File: config.mk
export PLATFORM = sky130hd
export DESIGN_NAME = prog_loader
export DESIGN_NICKNAME = d
export VERILOG_FILES = /design/src/rtl/prog_loader_pkg.sv /design/src/rtl/prog_loader_asm.sv /design/src/rtl/prog_loader.sv
export SDC_FILE = /design/constraint.sdc
export NUM_CORES = 1
export LEC_CHECK = 0
export ABC_AREA = 0
export BUFFER_PORTS_ARGS = -buffer_cell sky130_fd_sc_hd__buf_2
export CAP_MARGIN = 10
export CORE_ASPECT_RATIO = 0.75
export CORE_MARGIN = 1
export CORE_UTILIZATION = 50
export DETAILED_ROUTE_END_ITERATION = 8
export PLACE_DENSITY = 0.8
export SYNTH_ARGS = -nofsm -noshare
export SYNTH_HDL_FRONTEND = slang
export SYNTH_SLANG_ARGS = --single-unit
File: constraint.sdc
create_clock -name clk -period 3.25 [get_ports clk]
set_input_delay 0.975 -clock clk [delete_from_list [all_inputs] [get_ports clk]]
set_output_delay 0.975 -clock clk [all_outputs]
set_load 0.02 [all_outputs]
File: src/rtl/prog_loader_pkg.sv
`default_nettype none
// ============================================================================
// Module   : prog_loader_pkg
// Purpose  : Shared FSM states, frame constants and field sizing helpers.
// Revision : 1.0
// ============================================================================
package prog_loader_pkg;

  typedef enum logic [2:0] {
    S_IDLE    = 3'd0,
    S_HDR_ADR = 3'd1,
    S_HDR_LEN = 3'd2,
    S_DATA    = 3'd3,
    S_WRITE   = 3'd4,
    S_CHECK   = 3'd5,
    S_RUN     = 3'd6,
    S_ERROR   = 3'd7
  } state_t;

  localparam logic [7:0] C_SYNC_DEFAULT = 8'hA5;

  function automatic int field_bytes(input int bits);
    return (bits + 7) / 8;
  endfunction

  function automatic int max3(input int a, input int b, input int c);
    int m;
    m = (a > b) ? a : b;
    return (m > c) ? m : c;
  endfunction

endpackage
`default_nettype wire

File: src/rtl/prog_loader_asm.sv
`default_nettype none
// ============================================================================
// Module   : prog_loader_asm
// Purpose  : Little-endian byte-to-word assembler with field byte counter
//            and running 8-bit checksum.
// Revision : 1.0
// ============================================================================
module prog_loader_asm #(
  parameter int BYTES = 4,
  parameter int CNT_W = 3
) (
  input  logic                 clk,
  input  logic                 n_reset,
  input  logic                 clr,
  input  logic                 shift_en,
  input  logic [CNT_W-1:0]     field_len,
  input  logic [7:0]           byte_in,
  output logic [8*BYTES-1:0]   word,
  output logic                 last,
  output logic [7:0]           sum
);

  logic [8*BYTES-1:0] r_word;
  logic [CNT_W-1:0]   r_cnt;
  logic [7:0]         r_sum;

  // The word already includes the byte being accepted, so the FSM can latch
  // a completed field on the same edge as its final byte.
  always_comb begin
    word = r_word;
    word[int'(r_cnt)*8 +: 8] = byte_in;
  end

  assign last = (r_cnt == (field_len - 1'b1));
  assign sum  = r_sum;

  always_ff @(posedge clk or negedge n_reset) begin
    if (!n_reset) begin
      r_word <= '0;
      r_cnt  <= '0;
      r_sum  <= '0;
    end else if (clr) begin
      r_cnt  <= '0;
      r_sum  <= '0;
    end else if (shift_en) begin
      r_word <= word;
      r_sum  <= r_sum + byte_in;
      r_cnt  <= last ? '0 : r_cnt + 1'b1;
    end
  end

endmodule
`default_nettype wire

File: src/rtl/prog_loader.sv
`default_nettype none
// ============================================================================
// Module   : prog_loader
// Purpose  : Byte-stream program loader: parses a framed image, writes it
//            through the debug memory port and releases the CPU on success.
// Revision : 1.0
// ============================================================================
module prog_loader
  import prog_loader_pkg::*;
#(
  parameter int         ADDR_W  = 32,
  parameter int         DATA_W  = 32,
  parameter int         LEN_W   = 16,
  parameter int         WR_HOLD = 4,
  parameter logic [7:0] SYNC    = C_SYNC_DEFAULT
) (
  input  logic                clk,
  input  logic                n_reset,
  input  logic                in_valid,
  input  logic [7:0]          in_data,
  output logic                in_ready,
  output logic                cpu_n_reset,
  output logic                dbg_mem_op,
  output logic [ADDR_W-1:0]   dbg_adr,
  output logic [DATA_W-1:0]   dbg_do,
  output logic [DATA_W/8-1:0] dbg_wren,
  output logic                busy,
  output logic                err
);

  localparam int C_ADR_BYTES = field_bytes(ADDR_W);
  localparam int C_LEN_BYTES = field_bytes(LEN_W);
  localparam int C_DAT_BYTES = DATA_W / 8;
  localparam int C_ASM_BYTES = max3(C_ADR_BYTES, C_LEN_BYTES, C_DAT_BYTES);
  localparam int C_CNT_W     = $clog2(C_ASM_BYTES + 1);
  localparam int C_HOLD_W    = $clog2(WR_HOLD + 1);

  state_t                r_state;
  logic                  r_cpu_n_reset;
  logic                  r_mem_op;
  logic [ADDR_W-1:0]     r_adr;
  logic [DATA_W-1:0]     r_do;
  logic [DATA_W/8-1:0]   r_wren;
  logic                  r_err;
  logic [LEN_W-1:0]      r_remain;
  logic [C_HOLD_W-1:0]   r_hold;

  logic                     w_accept;
  logic                     w_is_sync;
  logic                     w_field_st;
  logic                     w_shift;
  logic                     w_clr;
  logic [C_CNT_W-1:0]       w_field_len;
  logic [8*C_ASM_BYTES-1:0] w_word;
  logic                     w_last;
  logic [7:0]               w_sum;
  logic                     w_unused_word;

  assign in_ready   = (r_state != S_WRITE);
  assign w_accept   = in_valid && in_ready;
  assign w_is_sync  = (in_data == SYNC);
  assign w_field_st = (r_state == S_HDR_ADR) || (r_state == S_HDR_LEN) || (r_state == S_DATA);
  assign w_shift    = w_accept && w_field_st;
  assign w_clr      = w_accept && w_is_sync &&
                      ((r_state == S_IDLE) || (r_state == S_RUN) || (r_state == S_ERROR));

  always_comb begin
    w_field_len = C_CNT_W'(1);
    case (r_state)
      S_HDR_ADR: w_field_len = C_CNT_W'(C_ADR_BYTES);
      S_HDR_LEN: w_field_len = C_CNT_W'(C_LEN_BYTES);
      S_DATA:    w_field_len = C_CNT_W'(C_DAT_BYTES);
      default:   w_field_len = C_CNT_W'(1);
    endcase
  end

  prog_loader_asm #(
    .BYTES (C_ASM_BYTES),
    .CNT_W (C_CNT_W)
  ) u_asm (
    .clk       (clk),
    .n_reset   (n_reset),
    .clr       (w_clr),
    .shift_en  (w_shift),
    .field_len (w_field_len),
    .byte_in   (in_data),
    .word      (w_word),
    .last      (w_last),
    .sum       (w_sum)
  );

  // Fields narrower than the assembler leave upper bits unconsumed.
  assign w_unused_word = ^w_word;

  always_ff @(posedge clk or negedge n_reset) begin
    if (!n_reset) begin
      r_state       <= S_IDLE;
      r_cpu_n_reset <= 1'b0;
      r_mem_op      <= 1'b0;
      r_adr         <= '0;
      r_do          <= '0;
      r_wren        <= '0;
      r_err         <= 1'b0;
      r_remain      <= '0;
      r_hold        <= '0;
    end else begin
      case (r_state)
        S_IDLE: begin
          if (w_accept && w_is_sync) begin
            r_mem_op <= 1'b1;
            r_state  <= S_HDR_ADR;
          end
        end
        S_HDR_ADR: begin
          if (w_shift && w_last) begin
            r_adr   <= w_word[ADDR_W-1:0];
            r_state <= S_HDR_LEN;
          end
        end
        S_HDR_LEN: begin
          if (w_shift && w_last) begin
            r_remain <= w_word[LEN_W-1:0];
            r_state  <= (w_word[LEN_W-1:0] == '0) ? S_CHECK : S_DATA;
          end
        end
        S_DATA: begin
          if (w_shift && w_last) begin
            r_do    <= w_word[DATA_W-1:0];
            r_wren  <= '1;
            r_hold  <= '0;
            r_state <= S_WRITE;
          end
        end
        S_WRITE: begin
          if (r_hold == C_HOLD_W'(WR_HOLD - 1)) begin
            r_wren   <= '0;
            r_adr    <= r_adr + ADDR_W'(C_DAT_BYTES);
            r_remain <= r_remain - 1'b1;
            r_state  <= (r_remain == LEN_W'(1)) ? S_CHECK : S_DATA;
          end else begin
            r_hold <= r_hold + 1'b1;
          end
        end
        S_CHECK: begin
          if (w_accept) begin
            r_mem_op <= 1'b0;
            if (in_data == w_sum) begin
              r_cpu_n_reset <= 1'b1;
              r_state       <= S_RUN;
            end else begin
              r_err   <= 1'b1;
              r_state <= S_ERROR;
            end
          end
        end
        S_RUN: begin
          if (w_accept && w_is_sync) begin
            r_cpu_n_reset <= 1'b0;
            r_mem_op      <= 1'b1;
            r_state       <= S_HDR_ADR;
          end
        end
        S_ERROR: begin
          if (w_accept && w_is_sync) begin
            r_err    <= 1'b0;
            r_mem_op <= 1'b1;
            r_state  <= S_HDR_ADR;
          end
        end
        default: r_state <= S_IDLE;
      endcase
    end
  end

  assign cpu_n_reset = r_cpu_n_reset;
  assign dbg_mem_op  = r_mem_op;
  assign dbg_adr     = r_adr;
  assign dbg_do      = r_do;
  assign dbg_wren    = r_wren;
  assign err         = r_err;
  assign busy        = (r_state == S_HDR_ADR) || (r_state == S_HDR_LEN) ||
                       (r_state == S_DATA)    || (r_state == S_WRITE)   ||
                       (r_state == S_CHECK);

endmodule
`default_nettype wire

* Word level (Yosys, flattened, before mapping) *
Index checks and enable logic that the tools add are counted.

cells by class
  $add $sub $neg = 7
  eq/ne operators = 24
  shift-type cells = 2
  mux-type cells = 39
  bitwise logic cells = 1
  reduce and logical (&&, ||, !) cells = 32

operators with widths
  cell                                                    count
  2-to-1 mux 32 bit                                       2
  case mux 32 bit (2 select lines)                        1
  2-to-1 mux 3 bit                                        13
  negation 6 -> 33 bit                                    1
  variable shift 8 x 33 -> 32 bit (first input constant)  1
  indexed part select 8 x 33 -> 32 bit                    1
  adder 32 x 3 -> 32 bit (second input constant)          1
  bitwise mux 32 bit                                      1
  2-to-1 mux 16 bit                                       2
  case mux 16 bit (2 select lines)                        1
  case mux 3 bit (6 select lines)                         1
  equality test 16 x 1 -> 1 bit (second input constant)   1
  zero test 16 bit                                        1
  2-to-1 mux 8 bit                                        2
  subtractor 16 x 1 -> 16 bit (second input constant)     1
  AND reduction 3 bit                                     5
  nonzero test 2 bit                                      7
  equality test 3 bit (second input constant)             4
  != test 2 x 1 -> 1 bit (second input constant)          6
  case mux 3 bit (2 select lines)                         2
  != test 2 bit (second input constant)                   5
  equality test 3 x 2 -> 1 bit (second input constant)    3
  adder 8 bit                                             1
  equality test 8 bit                                     1
  other kinds (19)                                        41

word-level totals
  flip-flop bits (word level) = 136
  word-level logic and storage cells = 117

* Longest topological paths before layout *
Gate-level depths: netlist (run 1).

  depth in word-level cells = 8
  gate-level depth with buffers = 10

* Hierarchy *
A second synthesis (run 1) with hierarchy kept.

unflattened totals
  cells, all modules = 759
  area, all modules = 7477.2 µm²

by module, submodules not included
  module           times used  cells each  area each (µm²)
  prog_loader      1           527         5007.3
  prog_loader_asm  1           232         2469.9

* Least setup slack after synthesis (run 1) *
Ideal clock, no wire load.

  path kind = input -> register
  start point = input port in_data[0]
  end point = register u_asm.r_sum[6], in the netlist u_asm.sum[6]
  arrival = 2351 ps
  data required time = 3118 ps
  path slack = 767 ps
  stages on the path = 7
  buffers on the path = 0
  cell sequence = ha_1 fa_1 a21o_1 a21o_1 a21oi_1 mux2i_1 nand4_1

on the way
  cells in the longest elaborated chain, start to end = 4
  elaborated cells on any way between the ends = 7
  those cells by class = add/sub (1); eq/ne (1); mux (2); reduce/logical (3)

ends and longest elaborated chain
  item                                                 line                   RTL
  start: declaration                                   prog_loader.sv:20      input logic [7:0] in_data,
  branches (longest 4 deep; another with adder 8 bit)  -
  end signal: assignment                               prog_loader_asm.sv:47  r_sum <= r_sum + byte_in;
  end: declaration                                     prog_loader_asm.sv:25  logic [7:0] r_sum;

Several ways; the timed one is not identified. The select of a mux whose other input is x is not followed.
A chain may end at the register's enable or synchronous reset.

* Worst setup path after layout (run 1) *
  start point = register u_asm.r_cnt[0]
  end point = register r_adr[6], in the netlist dbg_adr[6]

on the way
  cells in the longest elaborated chain, start to end = 5
  elaborated cells on any way between the ends = 10
  those cells by class = add/sub (1); eq/ne (2); shift (2); mux (3); reduce/logical (2)

ends and longest elaborated chain
  item                                                                                            line                   RTL
  start: declaration                                                                              prog_loader_asm.sv:24  logic [CNT_W-1:0] r_cnt;
  start signal: assignment                                                                        prog_loader_asm.sv:48  r_cnt <= last ? '0 : r_cnt + 1'b1;
  negation 6 -> 33 bit                                                                            prog_loader_asm.sv:31  word[int'(r_cnt)*8 +: 8] = byte_in;
  indexed part select 8 x 33 -> 32 bit / variable shift 8 x 33 -> 32 bit (equally long branches)  prog_loader_asm.sv:31
  bitwise mux 32 bit                                                                              prog_loader_asm.sv:31
  2-to-1 mux 32 bit                                                                               prog_loader.sv:115     if (w_shift && w_last) begin
  case mux 32 bit (2 select lines)                                                                prog_loader.sv:107     case (r_state)
  end signal: assignment                                                                          prog_loader.sv:116     r_adr <= w_word[ADDR_W-1:0];
  end signal: assignment                                                                          prog_loader.sv:137     r_adr <= r_adr + ADDR_W'(C_DAT_BYTES);
  end: declaration                                                                                prog_loader.sv:41      logic [ADDR_W-1:0] r_adr;

Parallel ways exist; a longest one is shown, timed or not. The select of a mux whose other input is x is not followed.

==> impl_metrics.json, run 1 <==
{
  "clock_path_buffers": 2,
  "syn_inst": 802,
  "finClkSkew_ns": 0.0123,
  "vias": 6742,
  "ys_warn_count": 0,
  "synth.top_cell.area_share": 0.456,
  "synth_enable_flop_cells": 0,
  "grt_pass1_wl_mm": 33.3,
  "startpoint_type": "register",
  "synth_nets": 832,
  "diodes": 0,
  "vdd_drop_max_v": 0.000574,
  "finalCriticalPeriod_ns": 2.84,
  "cellPowerDensity_mw_per_mm2": 1010,
  "start_util": 0.523,
  "synth_fa_ha_area_frac": 0.0336,
  "viasPerCell": 6.32,
  "post_cts_resized": 0,
  "critPathCaptureType": "register",
  "num-nets-final": 894,
  "post-place-cells": 1040,
  "postCtsSetupRepairBufs": 0,
  "chipHeight_um": 107,
  "drive_above_1_share": 0.171,
  "portBuffers": 83,
  "dp_hpwl_mm": 13.6,
  "synthSimpleGateAreaFrac": 0.181,
  "p_leak_uw": 0.00386,
  "rows": 37,
  "fmax_ghz": 0.352,
  "cp.arrival_ns": 3.15,
  "dieArea_mm2": 0.0151,
  "fin_hold_ws_ns": 0.471,
  "synthMuxAreaShare": 0.0216,
  "grt.total_usage": 0.285,
  "layout_commonest_cell": "dfrtp_1",
  "syn_to_final_growth_pct": 15.3,
  "critical_path_class": "register to register",
  "wire_per_inst_um": 19.3,
  "avgSynthCellArea_um2": 9.11,
  "gp_congestion": 0.893,
  "netlist_area_mm2": 0.00731,
  "seq_area_frac_synth": 0.456,
  "async_reset_ff_frac": 1.00,
  "worstReg2RegStart": "u_asm.r_cnt[0]$_DFFE_PN0P_",
  "drt_iter0_markers": 786,
  "hold_path_end": "dbg_do[24]$_DFFE_PN0P_",
  "remaining_drc_errors": 0,
  "die_w_um": 142,
  "cts_tree": "yes",
  "cp_max_fo": 12,
  "synth_area_leaders": "dfrtp_1, o21ai_0, nand2_1, ha_1, a22o_1",
  "synth_cell_types": 75,
  "hold_buffers": 0,
  "insertion_delay_ns": 0.42,
  "slew_viol_final": 0,
  "regToRegEndpoint": "dbg_adr[6]$_DFFE_PN0P_",
  "min_path_cells": 2,
  "rrSetupSlack_ns": 0.41,
  "tightest_slew_ns": 0.840,
  "crit_required_ns": 3.55,
  "synth.largest_area_cell": "dfrtp_1",
  "p_total_uw": 8510,
  "io_pins": 84,
  "slew_headroom": 0.440,
  "worst_hold_startpoint": "dbg_do[24]$_DFFE_PN0P_",
  "coreArea_mm2": 0.0140,
  "grt-ovfl-total": 0,
  "synth_top_family_by_area": "compound AO/OA/AOI/OAI gates",
  "final_antenna_net_count": 0,
  "nFillCells": 1209,
  "hold_violations": 0,
  "routed_wl_mm": 20.6,
  "clkTransAtPathRegs_ns": 0.05,
  "synth_top_flop_cell": "dfrtp_1",
  "setup_viol": 0,
  "timing.final.crit_share": 0.875,
  "first_pass_iters": 5,
  "layout_common_cells": "dfrtp_1, o21ai_0, nand2_1, buf_2, nor2_1",
  "outcome": "completed",
  "h-tree-depth": 4,
  "rsz0062_at_grt": "no",
  "ys_seq_elements": 133,
  "synth_compound_area_frac": 0.256,
  "fin_tns_setup_ns": 0,
  "clkSinkCount": 133,
  "max_cap_violations": 0,
  "stdcell_count": 1067,
  "antenna_found_initial": 0,
  "hold_class": "register to register",
  "grt_pass1_vias": 6339,
  "grt_max_degree": 83,
  "r2r.worst_path.cells": 9,
  "cts_root_buffer": "clkbuf_16",
  "cts_made_buffers": 17,
  "yosys.area_share.xor_xnor": 0.00480
}
[critical path, cell delays in order (launching register included)]
cell and delay [ns]:
dfrtp_1 0.54, inv_1 0.15, ha_1 0.22, ha_1 0.35
nor4b_1 0.33, nand3_1 0.13, buf_4 0.20, mux2i_1 0.45
o21ai_0 0.16, a22o_1 0.20
[sequential cells by signal, indices dropped and copies added (netlist names), 3 cells and up]
| register | count |
|---|---|
| dbg_adr | 32 |
| dbg_do | 32 |
| u_asm.r_word | 32 |
| r_remain | 16 |
| u_asm.sum | 8 |
| r_hold | 3 |
| r_state | 3 |
| u_asm.r_cnt | 3 |
[cell usage after synthesis, drive strengths merged, types with 9 or more instances]
cell type,count
a21oi,33
a22o,22
a22oi,23
and3,16
buf,16
clkbuf,41
dfrtp,133
ha,18
inv,20
mux2i,9
nand2,105
nand3,25
nand4,11
nor2,44
nor3,16
nor4,15
o21ai,120
[where the power goes]
part	leakage (uW)	total, uW	internal, uW	switching [uW]
Sequential	0.00172	3020	2350	675
Clock	0.000275	1830	1150	685
Combinational	0.00186	3650	1330	2320
[metal layers]
metal / part of all wire / up-vias / global-route usage
met2: 0.45 / 319 / 0.437
met4: 0.019 / 0 / 0.110
met3: 0.070 / 32 / 0.0451
met1: 0.46 / 3299 / 0.407
li1: - / 3092 / -
met5: 0 / - / 0
[worst max path at each step]
| stage | depth (start not counted) | slack, ns | to | start |
|---|---|---|---|---|
| after floorplan | 7 | 0.77 | u_asm.sum[6]$_DFFE_PN0P_ | in_data[0] |
| after global placement | 8 | 0.50 | u_asm.sum[6]$_DFFE_PN0P_ | in_data[0] |
| after detailed placement | 8 | 0.41 | u_asm.sum[6]$_DFFE_PN0P_ | in_data[0] |
| after CTS | 9 | 0.46 | r_remain[5]$_DFFE_PN0P_ | u_asm.r_cnt[0]$_DFFE_PN0P_ |
| after global routing | 9 | 0.22 | dbg_adr[6]$_DFFE_PN0P_ | u_asm.r_cnt[1]$_DFFE_PN0P_ |
| final | 9 | 0.41 | dbg_adr[6]$_DFFE_PN0P_ | u_asm.r_cnt[0]$_DFFE_PN0P_ |
[cells by family (layout without fill, tap and decap cells)]
family	after synthesis	in the layout
XOR/XNOR	4	4
flip-flops	133	133
AND/OR/NAND/NOR	268	268
buffers and inverters	78	148
adder cells (fa/ha/maj)	19	19
multiplexers	15	15
AO/OA/AOI/OAI	285	285
[through the flow]
stage | instance area, um^2 | worst slack [ns] | utilization
after floorplan | 7310 | 0.767 | -
final | 8420 | 0.407 | 0.603
after global placement | 7870 | 0.499 | 0.563
after global routing | 8420 | 0.216 | 0.603
after CTS | 8420 | 0.457 | 0.603
after detailed placement | 7870 | 0.408 | 0.563
[final cells by class]
| type | count | area, um^2 | area share |
|---|---|---|---|
| Tap cell | 195 | 244 | 0.0290 |
| Clock inverter | 4 | 47.5 | 0.00564 |
| Clock buffer | 23 | 508 | 0.0603 |
| Timing Repair Buffer | 100 | 574 | 0.0682 |
| Sequential cell | 133 | 3330 | 0.395 |
| Multi-Input combinational cell | 591 | 3640 | 0.432 |
| Inverter | 21 | 78.8 | 0.00936 |
No activity file was read; power rests on OpenSTA's default activity.
==> inputs of run 2 (changes only) <==
--- a/config.mk
+++ b/config.mk
@@ -12,6 +12,7 @@
 export CORE_MARGIN = 1
 export CORE_UTILIZATION = 50
 export DETAILED_ROUTE_END_ITERATION = 8
+export MAX_ROUTING_LAYER = met4
 export PLACE_DENSITY = 0.8
 export SYNTH_ARGS = -nofsm -noshare
 export SYNTH_HDL_FRONTEND = slang
==> constraint.sdc (replaced) <==
create_clock -name clk -period 3.3 [get_ports clk]
set_input_delay 0.99 -clock clk [delete_from_list [all_inputs] [get_ports clk]]
set_output_delay 0.99 -clock clk [all_outputs]
set_load 0.02 [all_outputs]
==> run 2 against run 1 <==
Register-to-register slack better by 0.06 ns. Cell count unchanged. Setup slack better by 0.057 ns. Clock-buffer cell count down 2. Clock power about the same. Critical path depth unchanged. Non-clock buffer count down 4. Largest power group unchanged.
==> impl_metrics.json, run 2 (synthesized netlist as in run 1, its figures left out) <==
{
  "antenna_found_initial": 0,
  "finalCriticalPeriod_ns": 2.84,
  "finClkSkew_ns": 0.00813,
  "crit_slowest_cell": "dfrtp_1",
  "syn_to_final_growth_pct": 15.1,
  "grt.total_usage": 0.287,
  "clock_path_buffers": 2,
  "postCtsSetupRepairBufs": 0,
  "gr-usage-met2": 0.412,
  "p_total_uw": 8400,
  "grt-ovfl-total": 0,
  "io_pins": 84,
  "viasPerCell": 6.25,
  "die_w_um": 142,
  "gr-usage-met1": 0.398,
  "outcome": "completed",
  "cpMostUsedCell": "ha_1",
  "drive_above_1_share": 0.169,
  "fmax_ghz": 0.353,
  "dp_hpwl_mm": 13.4,
  "critical-path-max-stage-delay_ns": 0.56,
  "worst_slack_ns": 0.464,
  "remaining_drc_errors": 0,
  "routed_wl_mm": 20.0,
  "cts_made_buffers": 17,
  "h-tree-depth": 4,
  "critPathTopFamily": "adder cells",
  "rows": 37,
  "hold_class": "register to register",
  "hold_buffers": 0,
  "coreArea_mm2": 0.0140,
  "hold_violations": 0,
  "cp_num_buf_inv": 2,
  "setup_viol": 0,
  "top_usage_layer": "met2",
  "first_pass_iters": 5,
  "chipHeight_um": 107,
  "crit_chain": "inv_1 > ha_1 > ha_1 > nor4b_1 > nand3_1 > buf_4 > mux2i_1 > a22oi_1 > o22a_1",
  "critical_path_class": "register to register",
  "cts_tree": "yes",
  "slew_viol_final": 0,
  "fin_tns_setup_ns": 0,
  "slew_headroom": 0.447,
  "p_leak_uw": 0.00384,
  "use_met3": 0.0590,
  "layout_common_cells": "dfrtp_1, o21ai_0, nand2_1, buf_2, nor2_1",
  "drt_iter0_markers": 711,
  "tightest_slew_ns": 0.830,
  "diodes": 0,
  "post_cts_resized": 0,
  "grt_max_degree": 83,
  "rsz0062_at_grt": "no",
  "clkSinkCount": 133,
  "final_antenna_net_count": 0,
  "portBuffers": 83,
  "final_util": 0.601,
  "dp_slack_ns": 0.492,
  "cp.arrival_ns": 3.15,
  "start_util": 0.523,
  "grt_pass1_vias": 6127,
  "vdd_drop_max_v": 0.000540,
  "cts_root_buffer": "clkbuf_16",
  "layout_commonest_cell": "dfrtp_1",
  "critPathCaptureType": "register",
  "fin_hold_ws_ns": 0.469,
  "crit_required_ns": 3.61,
  "num-nets-final": 890,
  "startpoint_type": "register",
  "cellPowerDensity_mw_per_mm2": 999,
  "clkTransAtPathRegs_ns": 0.06,
  "wire_per_inst_um": 18.8,
  "max_cap_violations": 0,
  "timing.final.crit_share": 0.860,
  "vias": 6666,
  "dieArea_mm2": 0.0151,
  "insertion_delay_ns": 0.42,
  "grt_pass1_wl_mm": 32.3,
  "cp_max_fo": 12,
  "gp_congestion": 0.891
}
## run 2: changes by cell type in the layout (fill, tap and decap cells not counted)
cell	change
buf_4	-4
clkinv_2	+4
clkbuf_8	-4
clkinv_4	+1
clkbuf_1	+2
bufinv_16	+1
## run 2: worst register-to-register path, cell delays in order, from the launching register on
cell and delay [ns]:
dfrtp_1 0.56, inv_1 0.15, ha_1 0.22, ha_1 0.35, nor4b_1 0.33, nand3_1 0.12
buf_4 0.20, mux2i_1 0.40, a22oi_1 0.16, o22a_1 0.22
## run 2: stage by stage
stage	area (um^2)	cells
2_1_floorplan	7310	802
6_report	8410	1067
5_1_grt	8410	1067
3_5_place_dp	7840	1036
3_3_place_gp	7840	1036
4_1_cts	8410	1067
## run 2: worst paths after layout
| path | from | end | cells past startpoint | slack (ns) |
|---|---|---|---|---|
| worst max-delay path | u_asm.r_cnt[0]$_DFFE_PN0P_ | r_remain[5]$_DFFE_PN0P_ | 9 | 0.46 |
| worst min-delay path | dbg_do[23]$_DFFE_PN0P_ | dbg_do[23]$_DFFE_PN0P_ | 2 | 0.47 |
| worst max register to register | u_asm.r_cnt[0]$_DFFE_PN0P_ | r_remain[5]$_DFFE_PN0P_ | 9 | 0.46 |
| worst min register to register | dbg_do[23]$_DFFE_PN0P_ | dbg_do[23]$_DFFE_PN0P_ | 2 | 0.47 |
| max in group asynchronous | n_reset | u_asm.r_word[0]$_DFFE_PN0P_ | 2 | 1.96 |
| min in group asynchronous | n_reset | dbg_do[24]$_DFFE_PN0P_ | 1 | 0.60 |
## run 2: power by group
part	switching [uW]	total, uW	internal [uW]
sequential	679	2990	2310
combinational	2270	3570	1310
clock	697	1830	1140
total	3640	8400	4760
## run 2: cell type report
type	count	area [um^2]
tap	195	244
inverter	21	78.8
clock inverter	10	106
clock buffer	21	460
fill	1209	5580
timing repair buffer	96	544
sequential	133	3330
multi-input combinational	591	3640
## run 2: per-layer routing
layer / up-vias / routed length, um / part of all wire
met2: 339 / 8690 / 0.43
met4: 0 / 546 / 0.027
met5: - / 0 / 0
met3: 48 / 1760 / 0.088
met1: 3193 / 9050 / 0.45
li1: 3086 / - / -
